## src/rtl/ds1620_interface.sv

```systemverilog
// DS1620 3-wire thermometer master: free-running convert / wait / read loop publishing TEMP.
// Optional `DS1620_CONFIG_EN: one-time 0x0C,0x02 configuration write after reset.
`timescale 1ns/1ps
module ds1620_interface #(
  parameter int HALF_BIT  = 2,
  parameter int CONV_WAIT = 16,
  parameter int RST_GAP   = 2
) (
  input  logic       CLK_IN,
  input  logic       CLR,
  input  logic       DQ_IN,
  output logic [8:0] TEMP,
  output logic       CLK_OUT,
  output logic       RST,
  output logic       TRI_EN,
  output logic       DQ_OUT
);

  typedef enum logic [3:0] {
    S_IDLE,
`ifdef DS1620_CONFIG_EN
    S_CFG,
    S_CFG_WAIT,
`endif
    S_CMD_CONV,
    S_GAP,
    S_WAIT_CONV,
    S_CMD_READ,
    S_READ_T,
    S_LATCH
  } state_t;

  localparam logic [15:0] HALF_LAST = 16'(HALF_BIT - 1);
  localparam logic [15:0] GAP_LAST  = 16'(RST_GAP - 1);
  localparam logic [15:0] WAIT_LAST = 16'(CONV_WAIT - 1);
`ifdef DS1620_CONFIG_EN
  localparam state_t FIRST_XFER = S_CFG;
`else
  localparam state_t FIRST_XFER = S_CMD_CONV;
`endif

  state_t      state, state_nx;
  logic [15:0] cnt, cnt_nx;
  logic [3:0]  bit_idx, bit_nx;
  logic        lead, lead_nx;
  logic        conv_done, conv_nx;
  logic [8:0]  shreg, shreg_nx;
  logic [8:0]  temp_nx;
  logic        clk_nx, rst_nx, tri_nx, dq_nx;
  logic        start_xfer, in_xfer;
  logic [15:0] cmd_word;
  logic [3:0]  last_bit;

  always_ff @(posedge CLK_IN or posedge CLR) begin
    if (CLR) begin
      state     <= S_IDLE;
      cnt       <= '0;
      bit_idx   <= '0;
      lead      <= 1'b0;
      conv_done <= 1'b0;
      shreg     <= '0;
      TEMP      <= '0;
      CLK_OUT   <= 1'b1;
      RST       <= 1'b0;
      TRI_EN    <= 1'b0;
      DQ_OUT    <= 1'b0;
    end else begin
      state     <= state_nx;
      cnt       <= cnt_nx;
      bit_idx   <= bit_nx;
      lead      <= lead_nx;
      conv_done <= conv_nx;
      shreg     <= shreg_nx;
      TEMP      <= temp_nx;
      CLK_OUT   <= clk_nx;
      RST       <= rst_nx;
      TRI_EN    <= tri_nx;
      DQ_OUT    <= dq_nx;
    end
  end

  always_comb begin
    state_nx   = state;
    cnt_nx     = cnt + 16'd1;
    bit_nx     = bit_idx;
    lead_nx    = lead;
    conv_nx    = conv_done;
    shreg_nx   = shreg;
    temp_nx    = TEMP;
    clk_nx     = CLK_OUT;
    rst_nx     = RST;
    tri_nx     = TRI_EN;
    dq_nx      = DQ_OUT;
    start_xfer = 1'b0;
    in_xfer    = 1'b0;
    cmd_word   = 16'h0000;
    last_bit   = 4'd0;

    case (state)
      S_IDLE: if (cnt == GAP_LAST) begin
        state_nx   = FIRST_XFER;
        start_xfer = 1'b1;
      end
`ifdef DS1620_CONFIG_EN
      S_CFG: begin
        in_xfer  = 1'b1;
        cmd_word = 16'h020C;
        last_bit = 4'd15;
      end
      S_CFG_WAIT: if (cnt == WAIT_LAST) begin
        state_nx   = S_CMD_CONV;
        start_xfer = 1'b1;
      end
`endif
      S_CMD_CONV: begin
        in_xfer  = 1'b1;
        cmd_word = 16'h00EE;
        last_bit = 4'd7;
      end
      S_GAP: if (cnt == GAP_LAST) begin
        conv_nx = 1'b0;
        cnt_nx  = '0;
        if (conv_done) begin
          state_nx = S_WAIT_CONV;
        end else begin
          state_nx   = S_CMD_CONV;
          start_xfer = 1'b1;
        end
      end
      S_WAIT_CONV: if (cnt == WAIT_LAST) begin
        state_nx   = S_CMD_READ;
        start_xfer = 1'b1;
      end
      S_CMD_READ: begin
        in_xfer  = 1'b1;
        cmd_word = 16'h00AA;
        last_bit = 4'd7;
      end
      S_READ_T: begin
        in_xfer  = 1'b1;
        last_bit = 4'd8;
      end
      S_LATCH: begin
        temp_nx  = shreg;
        cnt_nx   = '0;
        state_nx = S_GAP;
      end
      default: state_nx = S_IDLE;
    endcase

    if (start_xfer) begin
      cnt_nx  = '0;
      rst_nx  = 1'b1;
      clk_nx  = 1'b1;
      lead_nx = 1'b1;
      bit_nx  = '0;
      tri_nx  = 1'b0;
      dq_nx   = 1'b0;
    end

    // Each phase lasts HALF_BIT cycles; the end of a high phase either starts the next bit or closes the window.
    if (in_xfer && cnt == HALF_LAST) begin
      cnt_nx = '0;
      if (!CLK_OUT) begin
        clk_nx = 1'b1;
        if (state == S_READ_T) shreg_nx = {DQ_IN, shreg[8:1]};
      end else if (!lead && bit_idx == last_bit) begin
        if (state == S_CMD_READ) begin
          state_nx = S_READ_T;
          bit_nx   = '0;
          clk_nx   = 1'b0;
          tri_nx   = 1'b0;
          dq_nx    = 1'b0;
        end else begin
          rst_nx = 1'b0;
          tri_nx = 1'b0;
          dq_nx  = 1'b0;
          if (state == S_READ_T) begin
            state_nx = S_LATCH;
          end else if (state == S_CMD_CONV) begin
            state_nx = S_GAP;
            conv_nx  = 1'b1;
          end
`ifdef DS1620_CONFIG_EN
          else begin
            state_nx = S_CFG_WAIT;
          end
`endif
        end
      end else begin
        clk_nx  = 1'b0;
        lead_nx = 1'b0;
        bit_nx  = lead ? 4'd0 : bit_idx + 4'd1;
        if (state == S_READ_T) begin
          tri_nx = 1'b0;
          dq_nx  = 1'b0;
        end else begin
          tri_nx = 1'b1;
          dq_nx  = cmd_word[bit_nx];
        end
      end
    end
  end

endmodule

```

## config.mk

```make
export PLATFORM = sky130hd
export DESIGN_NAME = ds1620_interface
export DESIGN_NICKNAME = d
export VERILOG_FILES = /design/src/rtl/ds1620_interface.sv
export SDC_FILE = /design/constraint.sdc
export NUM_CORES = 1
export LEC_CHECK = 0
export ABC_AREA = 1
export BUFFER_PORTS_ARGS = -buffer_cell sky130_fd_sc_hd__buf_2
export CAP_MARGIN = 20
export CORE_UTILIZATION = 43
export DETAILED_ROUTE_END_ITERATION = 16
export GPL_TIMING_DRIVEN = 0
export SYNTH_ARGS = -nofsm -noshare
export SYNTH_HDL_FRONTEND = slang
export SYNTH_SLANG_ARGS = --single-unit
export TNS_END_PERCENT = 10
```

## constraint.sdc

```tcl
create_clock -name CLK_IN -period 1.92 [get_ports CLK_IN]
set_input_delay 0.096 -clock CLK_IN [delete_from_list [all_inputs] [get_ports CLK_IN]]
set_output_delay 0.096 -clock CLK_IN [all_outputs]
set_load 0.1 [all_outputs]
```

== Word-level counts from Yosys, hierarchy flattened ==
Index checks and enable logic that the tools add are counted.

* Register bits: 48
* Bits in latches: 0
* RAM bits: 0
* ROM bits: 0
* Bits of input ports: 3
* Output and inout port bits: 13
* Logic and storage cells: 94
* Memories kept: 0

* Add/subtract/negate cells: 2
* Multipliers: 0
* Div/mod/pow operators: 0
* Order comparisons: 1
* Equal/unequal tests: 9
* Shifts and indexed selects: 0
* Mux-type cells: 63
* Bitwise logic cells: 1
* Reductions and logical operators: 7

{| class="wikitable"
|+ Operator list
! cell !! count
|-
| 2-to-1 mux 4 bit || 15
|-
| 2-to-1 mux 16 bit || 3
|-
| 2-to-1 mux 1 bit || 38
|-
| one-hot mux 16 bit (2 select lines) || 1
|-
| one-hot mux 4 bit (5 select lines) || 1
|-
| adder 16 x 1 -> 16 bit, second input constant || 1
|-
| equality test 16 x 1 -> 1 bit, second input constant || 1
|-
| equality test 16 x 4 -> 1 bit, second input constant || 1
|-
| one-hot mux 8 bit (2 select lines) || 1
|-
| equality test 4 x 3 -> 1 bit, second input constant || 3
|-
| equality test 4 x 2 -> 1 bit, second input constant || 2
|-
| one-hot mux 4 bit (2 select lines) || 1
|-
| < comparator 4 x 5 -> 1 bit, second input constant || 1
|-
| adder 4 x 1 -> 4 bit, second input constant || 1
|-
| binary-select mux 1 bit (select 4 bit) || 1
|-
| equality test 4 x 1 -> 1 bit, second input constant || 1
|-
| equality test 4 bit || 1
|-
| logical NOT 4 bit || 1
|-
| one-hot mux 1 bit (3 select lines) || 1
|-
| AND reduction 3 bit || 1
|-
| OR reduction 3 bit || 1
|-
| logical AND 1 bit || 2
|-
| 2-to-1 mux 2 bit || 1
|-
| OR reduction 2 bit || 1
|-
| 2 further kinds || 2
|}

== Longest topological paths before layout ==
Gate-level depths: netlist of the first run.

* Depth in word-level cells: 9
* Mapped depth: 11
* Gate-level depth less buffers: 11

== Worst setup path before layout of the first run ==
Ideal clock, no wire load.

* Kind: register to register
* From: register CLK_OUT
* To: register bit_idx[0]
* Setup time: 0.115 ns
* Arrival: 1.547 ns
* Required time: 1.805 ns
* Path slack: 0.258 ns
* Cell stages (with the launch flop): 6
* Path buffers: 0
* Period minus slack after synthesis: 1.662 ns
* Cell sequence: dfstp_2 > inv_1 > nor2_4 > nand3_1 > nand2_1 > nor2_1

* Longest elaborated chain between the ends: 2

{| class="wikitable"
|+ Ends and longest elaborated chain
! item !! line !! text
|-
| start: declaration || 13 || <nowiki>output logic CLK_OUT,</nowiki>
|-
| start signal: assignment || 75 || <nowiki>CLK_OUT <= clk_nx;</nowiki>
|-
| 2-to-1 mux 4 bit || 164 || <nowiki>if (!CLK_OUT) begin</nowiki>
|-
| 2-to-1 mux 4 bit || 162 || <nowiki>if (in_xfer && cnt == HALF_LAST) begin</nowiki>
|-
| net bit_nx[0] || 44 || <nowiki>logic [3:0] bit_idx, bit_nx;</nowiki>
|-
| end signal: assignment || 70 || <nowiki>bit_idx <= bit_nx;</nowiki>
|-
| end: declaration || 44 ||
|}

The timed path passes the listed nets, and every way through them passes these cells.
A chain may end at the register's enable or synchronous reset.

== Worst setup path after layout of the first run ==
* From: register cnt[1]
* To: register shreg[4]

* Longest elaborated chain between the ends: 3

{| class="wikitable"
|+ Ends and longest elaborated chain
! item !! line !! text
|-
| start: declaration || 43 || <nowiki>logic [15:0] cnt, cnt_nx;</nowiki>
|-
| start signal: assignment || 69 || <nowiki>cnt <= cnt_nx;</nowiki>
|-
| equality test 16 x 1 -> 1 bit || 162 ||
|-
| logical AND 1 bit || 162 ||
|-
| AND reduction 3 bit (no source line) || n/a ||
|-
| end signal: assignment || 73 || <nowiki>shreg <= shreg_nx;</nowiki>
|-
| end: declaration || 47 || <nowiki>logic [8:0] shreg, shreg_nx;</nowiki>
|}

No other way between the ends.

==> impl_metrics.json, run 1 <==
{
  "status": "complete, no violations",
  "pre_cts_ws_ns": 0.0672,
  "globalplace.congestion": 0.852,
  "fin_skew_ns": 0.00632,
  "ys_ff_latch": 48,
  "min_period_ns": 1.81,
  "ir_drop_mv": 0.489,
  "cp-start-kind": "register",
  "grtUsageTotal_pct": 18.0,
  "arrival_ns": 1.99,
  "synth_area_leaders": "dfrtp_1 47%, nand2_1 11%, inv_1 6.3%, nor2_1 6.3%, nand3_1 5.2%",
  "cts_buffers": 5,
  "yosysMostFrequentCell": "nand2_1",
  "core_sq_mm": 0.00554,
  "yosysWarningCount": 0,
  "drc": 0,
  "synthArstFlopShare_pct": 100,
  "placed_cell_area_sq_mm": 0.00269,
  "grt_pass1_wl_um": 8570,
  "num_vias": 1980,
  "netlist_top_cells_count": "73 x nand2_1, 47 x dfrtp_1, 42 x inv_1, 42 x nor2_1, 26 x nand3_1",
  "crit_fanout": 10,
  "timing.final.crit_share_pct": 94.2,
  "critPathRequiredTime_ns": 2.11,
  "n_antenna_cell": 0,
  "fin_nets": 342,
  "cts_tree": "yes",
  "yosysUniqueCellTypes": 28,
  "critPathKind": "reg2reg",
  "stdcell_area_sq_mm": 0.00287,
  "fin_util_pct": 51.9,
  "synth.top_cell.area_share_pct": 47.0,
  "drt-pass1-iter-count": 5,
  "end_kind": "register",
  "die-area_sq_mm": 0.00612,
  "layout_setup_ws_ns": 0.111,
  "final_antenna_net_count": 0,
  "seq_area_frac_synth_pct": 48.1,
  "pin_count": 16,
  "grt.overflow.total": 0,
  "synthFlopType": "dfrtp_1",
  "drv_slew": 0,
  "drt_iter0_drc": 118,
  "synth_area_sq_mm": 0.00250,
  "r2r_end": "shreg[4]",
  "leakage_nw": 1.42,
  "finalSetupViolCount": 0,
  "placementRows": 27,
  "synthCells": 311,
  "die_w_um": 78.2,
  "antenna_found_initial": 0,
  "initial_core_util_pct": 45.1,
  "reg2reg_slack_ns": 0.11,
  "hold_violations": 0,
  "layout-drive-gt1-share_pct": 13.9,
  "cts.sinks": 48,
  "root_buffer": "clkbuf_8",
  "fillers": 544,
  "synth_edf_count": 0,
  "crit_end": "shreg[4]",
  "grt_pass1_vias": 1850,
  "clk_pin_slew_ns": 0.09,
  "vias_per_cell": 4.84,
  "max-cap-violations": 0,
  "clk_latency_ns": 0.30,
  "dieHeight_um": 78.2,
  "reg2reg_depth": 8,
  "fmax_mhz": 553,
  "area_growth_pct": 15.0,
  "synth_area_leader_cell": "dfrtp_1",
  "hold_ws_ns": 0.269,
  "wirelength_um": 4940,
  "clk_path_buf_depth": 2,
  "syn_avg_cell_area_sq_um": 8.04,
  "grt_max_degree": 38,
  "hp-class": "in2async",
  "cp-startpoint": "cnt[1]",
  "io_buffers": 15,
  "r2r-start": "cnt[1]",
  "synth_nets": 317,
  "wl_per_cell_um": 12.1,
  "cts-htree-levels": 2,
  "dp_hpwl_um": 3560,
  "rsz0062_at_grt": "yes",
  "p_per_area_mw_per_mm2": 1020
}
-- stage by stage --
stage	power, mW	instances	setup TNS [ns]
final	2.92	409	0
after global routing	3.08	409	-0.499
after CTS	2.94	409	0
after detailed placement	2.04	399	0
after global placement	2.01	398	-0.0449
after floorplan	1.88	311	0
-- worst min path at each step --
stage               cells after the start       end  slack (ns)  start
floorplan                               2  shreg[8]        0.22  DQ_IN
global placement                        3  shreg[8]        0.32  DQ_IN
detailed placement                      2   cnt[13]        0.06    CLR
CTS                                     3    cnt[8]        0.27    CLR
global route                            3    cnt[8]        0.30    CLR
finish                                  3    cnt[6]        0.27    CLR
-- placed cells by master (no fill, tap or decap), types with 2 or more instances in the layout --
cell,instances
nor2_2,3
clkbuf_1,2
nand2_1,73
buf_2,15
nor2_1,41
bufinv_16,2
ha_1,3
nor3_1,2
buf_6,3
xor2_1,8
a21oi_1,2
nand3_1,25
o21ai_0,25
dfrtp_1,47
dlygate4sd3_1,2
xnor2_1,5
clkbuf_8,5
nand2_2,3
nor2_4,6
nand4_1,7
inv_1,41
-- logic make-up (layout without fill, tap and decap cells) --
family | Yosys count | count (layout) | synth area share [%]
simple gates | 168 | 168 | 31.2
flops | 48 | 48 | 48.1
buf+inv | 47 | 73 | 7.96
compound gates | 31 | 31 | 6.51
xor+xnor | 13 | 13 | 4.55
fa+ha+maj | 3 | 3 | 1.50
other cells | 1 | 1 | 0.150
-- state kept, by name, summed over array words and instances, names as in the netlist --
| name | cells |
|---|---|
| RST | 1 |
| shreg | 9 |
| bit_idx | 4 |
| TEMP | 9 |
| DQ_OUT | 1 |
| cnt | 16 |
| lead | 1 |
| TRI_EN | 1 |
| conv_done | 1 |
| CLK_OUT | 1 |
| state | 4 |
-- routing by layer --
layer  share of wire, %  global-route usage, %  routed length, um  vias up
li1                   -                      -                  -     1036
met1                 48                   24.0               2380      919
met2                 48                   28.9               2390       17
met3                1.9                   3.49                 95        8
met4                1.6                   6.85                 78        0
met5                  0                      0                  0        -
-- power breakdown --
group          switching, mW  internal [mW]
sequential             0.125           1.13
combinational          0.550          0.226
clock                  0.359          0.524
-- what timing repair did --
item | in CTS | in global routing
resized for setup | 0 | 6
hold buffers | 2 | 0
endpoints found under the setup margin | 0 | 18
endpoints found under the hold margin | 12 | 0
buffers inserted | 0 | 0
-- layout make-up --
cell class	instances	area, sq um	share of cell area, %
Inverter	42	158	5.49
Timing Repair Buffer	18	115	4.01
Sequential cell	48	1200	41.8
Clock inverter	3	68.8	2.39
Multi-Input combinational cell	216	1130	39.3
Tap cell	72	90.1	3.13
Clock buffer	5	68.8	2.39
Buffer	5	41.3	1.44
-- critical path: stages (launching register included) --
cell and delay, ns:
dfrtp_1 0.41, inv_1 0.06, ha_1 0.13, nand2_1 0.09, nor2_4 0.23, nand3_4 0.15, nor3_4 0.34, buf_6 0.19
o21ai_0 0.09
Power figures use the tool's default switching activity.
==> run 2: changes to the inputs <==
--- a/config.mk
+++ b/config.mk
@@ -5,7 +5,6 @@
 export SDC_FILE = /design/constraint.sdc
 export NUM_CORES = 1
 export LEC_CHECK = 0
-export ABC_AREA = 1
 export BUFFER_PORTS_ARGS = -buffer_cell sky130_fd_sc_hd__buf_2
 export CAP_MARGIN = 20
 export CORE_UTILIZATION = 43
==> impl_metrics.json, run 2 <==
{
  "clk_pin_slew_ns": 0.09,
  "die_w_um": 76.3,
  "crit_fanout": 6,
  "globalplace.congestion": 0.755,
  "critPathKind": "reg2reg",
  "grtUsageTotal_pct": 17.1,
  "final_antenna_net_count": 0,
  "n_antenna_cell": 0,
  "cts_buffers": 5,
  "worst_slew_pin_slew_ns": 0.574,
  "cp-start-kind": "register",
  "syn_avg_cell_area_sq_um": 10.9,
  "p_total_mw": 2.80,
  "dp_hpwl_um": 3160,
  "drc": 0,
  "crit_chain": "or4_4, or4_4, buf_4, o21a_1, o211ai_1, o21ai_1",
  "critPathRequiredTime_ns": 2.10,
  "failed_checks": "setup timing",
  "root_buffer": "clkbuf_8",
  "cts.sinks": 48,
  "final_cell_mix": "47 x dfrtp_1, 27 x nor2_1, 15 x nand2_1, 15 x buf_2, 12 x xor2_1",
  "drv_slew": 0,
  "fin_util_pct": 53.7,
  "io_buffers": 15,
  "slew-limit-headroom_pct": 61.8,
  "fin_nets": 254,
  "synthArstFlopShare_pct": 100,
  "synth_area_leader_cell": "dfrtp_1",
  "synth_area_leaders": "dfrtp_1 50%, mux2_4 5.7%, nor2_1 4.4%, xor2_1 4.4%, mux2_2 4.3%",
  "cpMostUsedCell": "or4_4",
  "yosysWarningCount": 0,
  "antenna_found_initial": 0,
  "dieHeight_um": 76.3,
  "synth_edf_count": 0,
  "yosysUniqueCellTypes": 47,
  "end_kind": "register",
  "timing.final.crit_share_pct": 123,
  "pin_count": 16,
  "fmax_mhz": 422,
  "hold_violations": 0,
  "final_common_cell": "dfrtp_1",
  "leakage_nw": 1.33,
  "num_vias": 1682,
  "clk_path_buf_depth": 2,
  "layout_setup_ws_ns": -0.450,
  "path_delay_family": "simple AND/OR/NAND/NOR gates",
  "vias_per_cell": 5.27,
  "cpMaxStageDelayCell": "or4_4",
  "grt_max_degree": 30,
  "synth.top_cell.area_share_pct": 49.6,
  "synthFlopType": "dfrtp_1",
  "fin_skew_ns": 0.0115,
  "grt_pass1_wl_um": 7820,
  "wirelength_um": 4560,
  "core_sq_mm": 0.00520,
  "min_period_ns": 2.37,
  "synth_nets": 224,
  "status": "complete, but fails checks",
  "dr_wl_met3_um": 130,
  "placementRows": 26,
  "top_layer_used": "met4",
  "ir_drop_mv": 0.472,
  "cts-htree-levels": 2,
  "area_growth_pct": 17.8,
  "met2WireLength_um": 2100,
  "placed_cell_area_sq_mm": 0.00257,
  "netlist_top_cells_count": "47 x dfrtp_1, 28 x nor2_1, 15 x nand2_1, 12 x nand3_1, 12 x xor2_1",
  "p_per_area_mw_per_mm2": 1000,
  "synth_area_sq_mm": 0.00237,
  "layout-drive-gt1-share_pct": 27.7,
  "cts_tree": "yes",
  "seq_area_frac_synth_pct": 50.7,
  "max-cap-violations": 0,
  "synthCells": 218,
  "largestRegisters": "cnt (16), TEMP (9), shreg (9)",
  "crit_path_max_incr_delay_ns": 0.60,
  "regMostFlops": "cnt",
  "drt_iter0_drc": 109,
  "drt-pass1-iter-count": 4,
  "crit_buf_inv": 1,
  "arrival_ns": 2.55,
  "die-area_sq_mm": 0.00581,
  "fin_setup_tns_ns": -14.60,
  "rsz0062_at_grt": "yes",
  "wl_per_cell_um": 14.3,
  "grt.overflow.total": 0,
  "stdcell_area_sq_mm": 0.00279,
  "yosysMostFrequentCell": "dfrtp_1",
  "initial_core_util_pct": 45.6,
  "finalSetupViolCount": 38,
  "largest_reg_flops": 16,
  "clk_latency_ns": 0.31,
  "hp-class": "in2reg",
  "grt_pass1_vias": 1634,
  "wl_met1_um": 2270,
  "ys_ff_latch": 48
}
[run 2: timing repair]
| action | 4_1_cts | 5_1_grt |
|---|---|---|
| endpoints found under the setup margin | 38 | 47 |
| pin swaps | 5 | 2 |
| gates resized for setup | 6 | 4 |
| hold buffers | 1 | 0 |
| hold endpoints to repair | 19 | 0 |
| buffers inserted | 5 | 0 |
| cloned | 1 | 0 |
[run 2: cell type report]
type,count,area (sq um)
tap,70,87.6
timing repair buffer,23,154
multi-input combinational,160,1160
buffer,6,37.5
clock inverter,3,68.8
sequential,48,1200
clock buffer,5,68.8
inverter,4,15.0
fill,472,2410
[run 2: kinds of logic (layout without fill, tap and decap cells)]
family	Yosys count	count (layout)	synth area share, %
DFF	48	48	50.7
muxes	18	18	9.97
adders and majority gates	3	3	1.58
and+or+nand+nor	99	99	22.8
xor gates and xnor gates	17	17	6.28
AOI/OAI and AO/OA	22	22	6.28
buffers and inverters	10	41	2.22
other	1	1	0.158
[run 2: through the flow]
stage,hold slack [ns],instances,setup slack (ns)
after floorplan,0.245,218,-0.350
after global placement,0.331,303,-0.518
after detailed placement,0.133,304,-0.537
after CTS,0.00850,319,-0.452
after global routing,0.00164,319,-0.502
final,0.0135,319,-0.450
[run 2: per-layer routing]
layer / global-route usage [%] / up-vias
li1: - / 834
met1: 24.2 / 817
met2: 25.7 / 24
met3: 3.23 / 7
met4: 6.92 / 0
met5: 0 / -
[run 2: power by group]
part           switching (mW)  leakage [nW]  internal, mW
logic                   0.445         0.618         0.244
registers               0.116         0.639          1.11
clock network           0.358        0.0687         0.524
total                   0.919          1.33          1.88
[run 2: worst reg2reg max path, delay by kind of cell, from the launching register on]
| kind | cells | cell delay (ns) |
|---|---|---|
| AOI/OAI and AO/OA | 3 | 0.49 |
| buffers and inverters | 1 | 0.16 |
| DFF | 1 | 0.40 |
| and+or+nand+nor | 2 | 1.18 |
[run 2: path summary, 6_finish.rpt]
path / startpoint / to / slack, ns / depth (start not counted)
worst min register to register: cnt[0] / cnt[0] / 0.49 / 1
worst max register to register: cnt[8] / bit_idx[0] / -0.45 / 6
worst max-delay path: cnt[8] / bit_idx[0] / -0.45 / 6
worst min-delay path: DQ_IN / shreg[8] / 0.01 / 2
max in group asynchronous: CLR / CLK_OUT / 1.02 / 4
min in group asynchronous: CLR / cnt[1] / 0.33 / 3
==> run 3: changes to the inputs <==
--- a/config.mk
+++ b/config.mk
@@ -10,6 +10,7 @@
 export CORE_UTILIZATION = 43
 export DETAILED_ROUTE_END_ITERATION = 16
 export GPL_TIMING_DRIVEN = 0
+export REMOVE_ABC_BUFFERS = 1
 export SYNTH_ARGS = -nofsm -noshare
 export SYNTH_HDL_FRONTEND = slang
 export SYNTH_SLANG_ARGS = --single-unit
==> impl_metrics.json, run 3 (synthesized netlist as in run 2, its figures left out) <==
{
  "status": "complete, but fails checks",
  "failed_checks": "setup timing",
  "pin_count": 16,
  "fin_skew_ns": 0.00569,
  "final_antenna_net_count": 0,
  "clk_pin_slew_ns": 0.09,
  "drt-pass1-iter-count": 4,
  "hold_violations": 0,
  "grt.overflow.total": 0,
  "reg2reg_depth": 5,
  "fillers": 457,
  "crit_path_max_incr_delay_ns": 0.61,
  "clk_path_buf_depth": 2,
  "clk_latency_ns": 0.30,
  "cts-htree-levels": 2,
  "globalplace.congestion": 0.761,
  "largestRegisters": "cnt (16), TEMP (9), shreg (9)",
  "cts_tree": "yes",
  "hp-class": "in2reg",
  "worst_slew_pin_slew_ns": 0.533,
  "num_vias": 1696,
  "seq_area_sq_mm": 0.00120,
  "fin_nets": 252,
  "layout-drive-gt1-share_pct": 30.0,
  "crit_fanout": 5,
  "place_inst": 298,
  "regMostFlops": "cnt",
  "root_buffer": "clkbuf_8",
  "holdPathStages": 2,
  "multi_input_area_sq_mm": 0.00120,
  "ir_drop_mv": 0.502,
  "instances_no_fill": 317,
  "die-area_sq_mm": 0.00581,
  "critPathRequiredTime_ns": 2.11,
  "antenna_found_initial": 0,
  "grt_pass1_wl_um": 8110,
  "cp_num_cells": 5,
  "leakage_nw": 1.34,
  "cts_buffers": 5,
  "final_cell_mix": "45 x dfrtp_1, 28 x nor2_1, 15 x nand2_1, 15 x buf_2, 12 x xor2_1",
  "min_period_ns": 2.37,
  "n_antenna_cell": 0,
  "final_common_cell": "dfrtp_1",
  "cpMaxStageDelayCell": "or4_4",
  "area_growth_pct": 17.7,
  "wl_per_cell_um": 14.5,
  "critPathKind": "reg2reg",
  "arrival_ns": 2.56,
  "drt_iter0_drc": 139,
  "io_buffers": 15,
  "dp_hpwl_um": 2910,
  "path_delay_family": "simple AND/OR/NAND/NOR gates",
  "die_w_um": 76.3,
  "grtUsageTotal_pct": 17.7,
  "wirelength_um": 4590,
  "grt_pass1_vias": 1674,
  "drc": 0,
  "layout_setup_ws_ns": -0.451,
  "vias_per_cell": 5.35,
  "cts.sinks": 48,
  "cp-start-kind": "register",
  "finalSetupViolCount": 37,
  "dieHeight_um": 76.3,
  "hold_ws_ns": 0.0367,
  "slew-limit-headroom_pct": 64.4,
  "initial_core_util_pct": 45.6,
  "drv_slew": 0,
  "placementRows": 26,
  "crit_buf_inv": 0,
  "grt_max_degree": 27,
  "largest_reg_flops": 16,
  "crit_chain": "or4_4, or4_4, nor2_4, nand2_4, mux2_4",
  "max-cap-violations": 0,
  "rsz0062_at_grt": "yes",
  "p_per_area_mw_per_mm2": 944,
  "core_sq_mm": 0.00520,
  "timing.final.crit_share_pct": 123,
  "fmax_mhz": 422,
  "cpMostUsedCell": "or4_4",
  "end_kind": "register"
}
[run 3: area by class of cell]
type	instances	share of cell area, %
Clock buffer	5	2.47
Clock inverter	3	1.52
Tap cell	70	3.14
Multi-Input combinational cell	161	42.9
Sequential cell	48	43.2
Inverter	4	0.538
Timing Repair Buffer	26	6.32
[run 3: per-stage QoR]
stage                     total power [mW]  util (%)  area [sq um]  setup TNS [ns]  setup slack [ns]
after global placement                1.84      48.0          2500          -21.90            -0.592
after floorplan                       1.72         -          2330          -11.17            -0.374
after CTS                             2.63      52.8          2750          -13.56            -0.453
final                                 2.64      53.6          2790          -13.23            -0.451
after detailed placement              1.86      48.4          2520          -17.50            -0.544
after global routing                  2.79      53.6          2790          -15.79            -0.510
[run 3: worst paths after layout]
check / to / from / slack (ns)
setup / recovery: shreg[8] / cnt[8] / -0.45
hold / removal: shreg[8] / DQ_IN / 0.04
setup reg to reg: shreg[8] / cnt[8] / -0.45
hold reg to reg: cnt[0] / cnt[0] / 0.50
max in group asynchronous: state[2] / CLR / 1.04
min in group asynchronous: shreg[7] / CLR / 0.36
[run 3: repair_timing]
action                     in CTS  in global routing
hold endpoints to repair       21                  0
pin swaps                      13                  4
buffers inserted                5                  4
hold buffers                    1                  0
cloned                          1                  0
setup endpoints to repair      47                 47
resized for setup              13                  4
[run 3: metal layers]
| layer | up-vias | routed length [um] | share of wire (%) | global-route usage, % |
|---|---|---|---|---|
| met3 | 5 | 182 | 4.0 | 5.03 |
| met1 | 817 | 2350 | 51 | 25.5 |
| met5 | - | 0 | 0 | 0 |
| met2 | 42 | 2020 | 44 | 25.9 |
| met4 | 0 | 44 | 0.96 | 5.38 |
| li1 | 832 | - | - | - |
[run 3: power by group]
part / leakage [nW] / internal (mW) / switching, mW
clock: 0.0541 / 0.386 / 0.346
combinational: 0.647 / 0.238 / 0.435
sequential: 0.635 / 1.11 / 0.122
total: 1.34 / 1.73 / 0.903
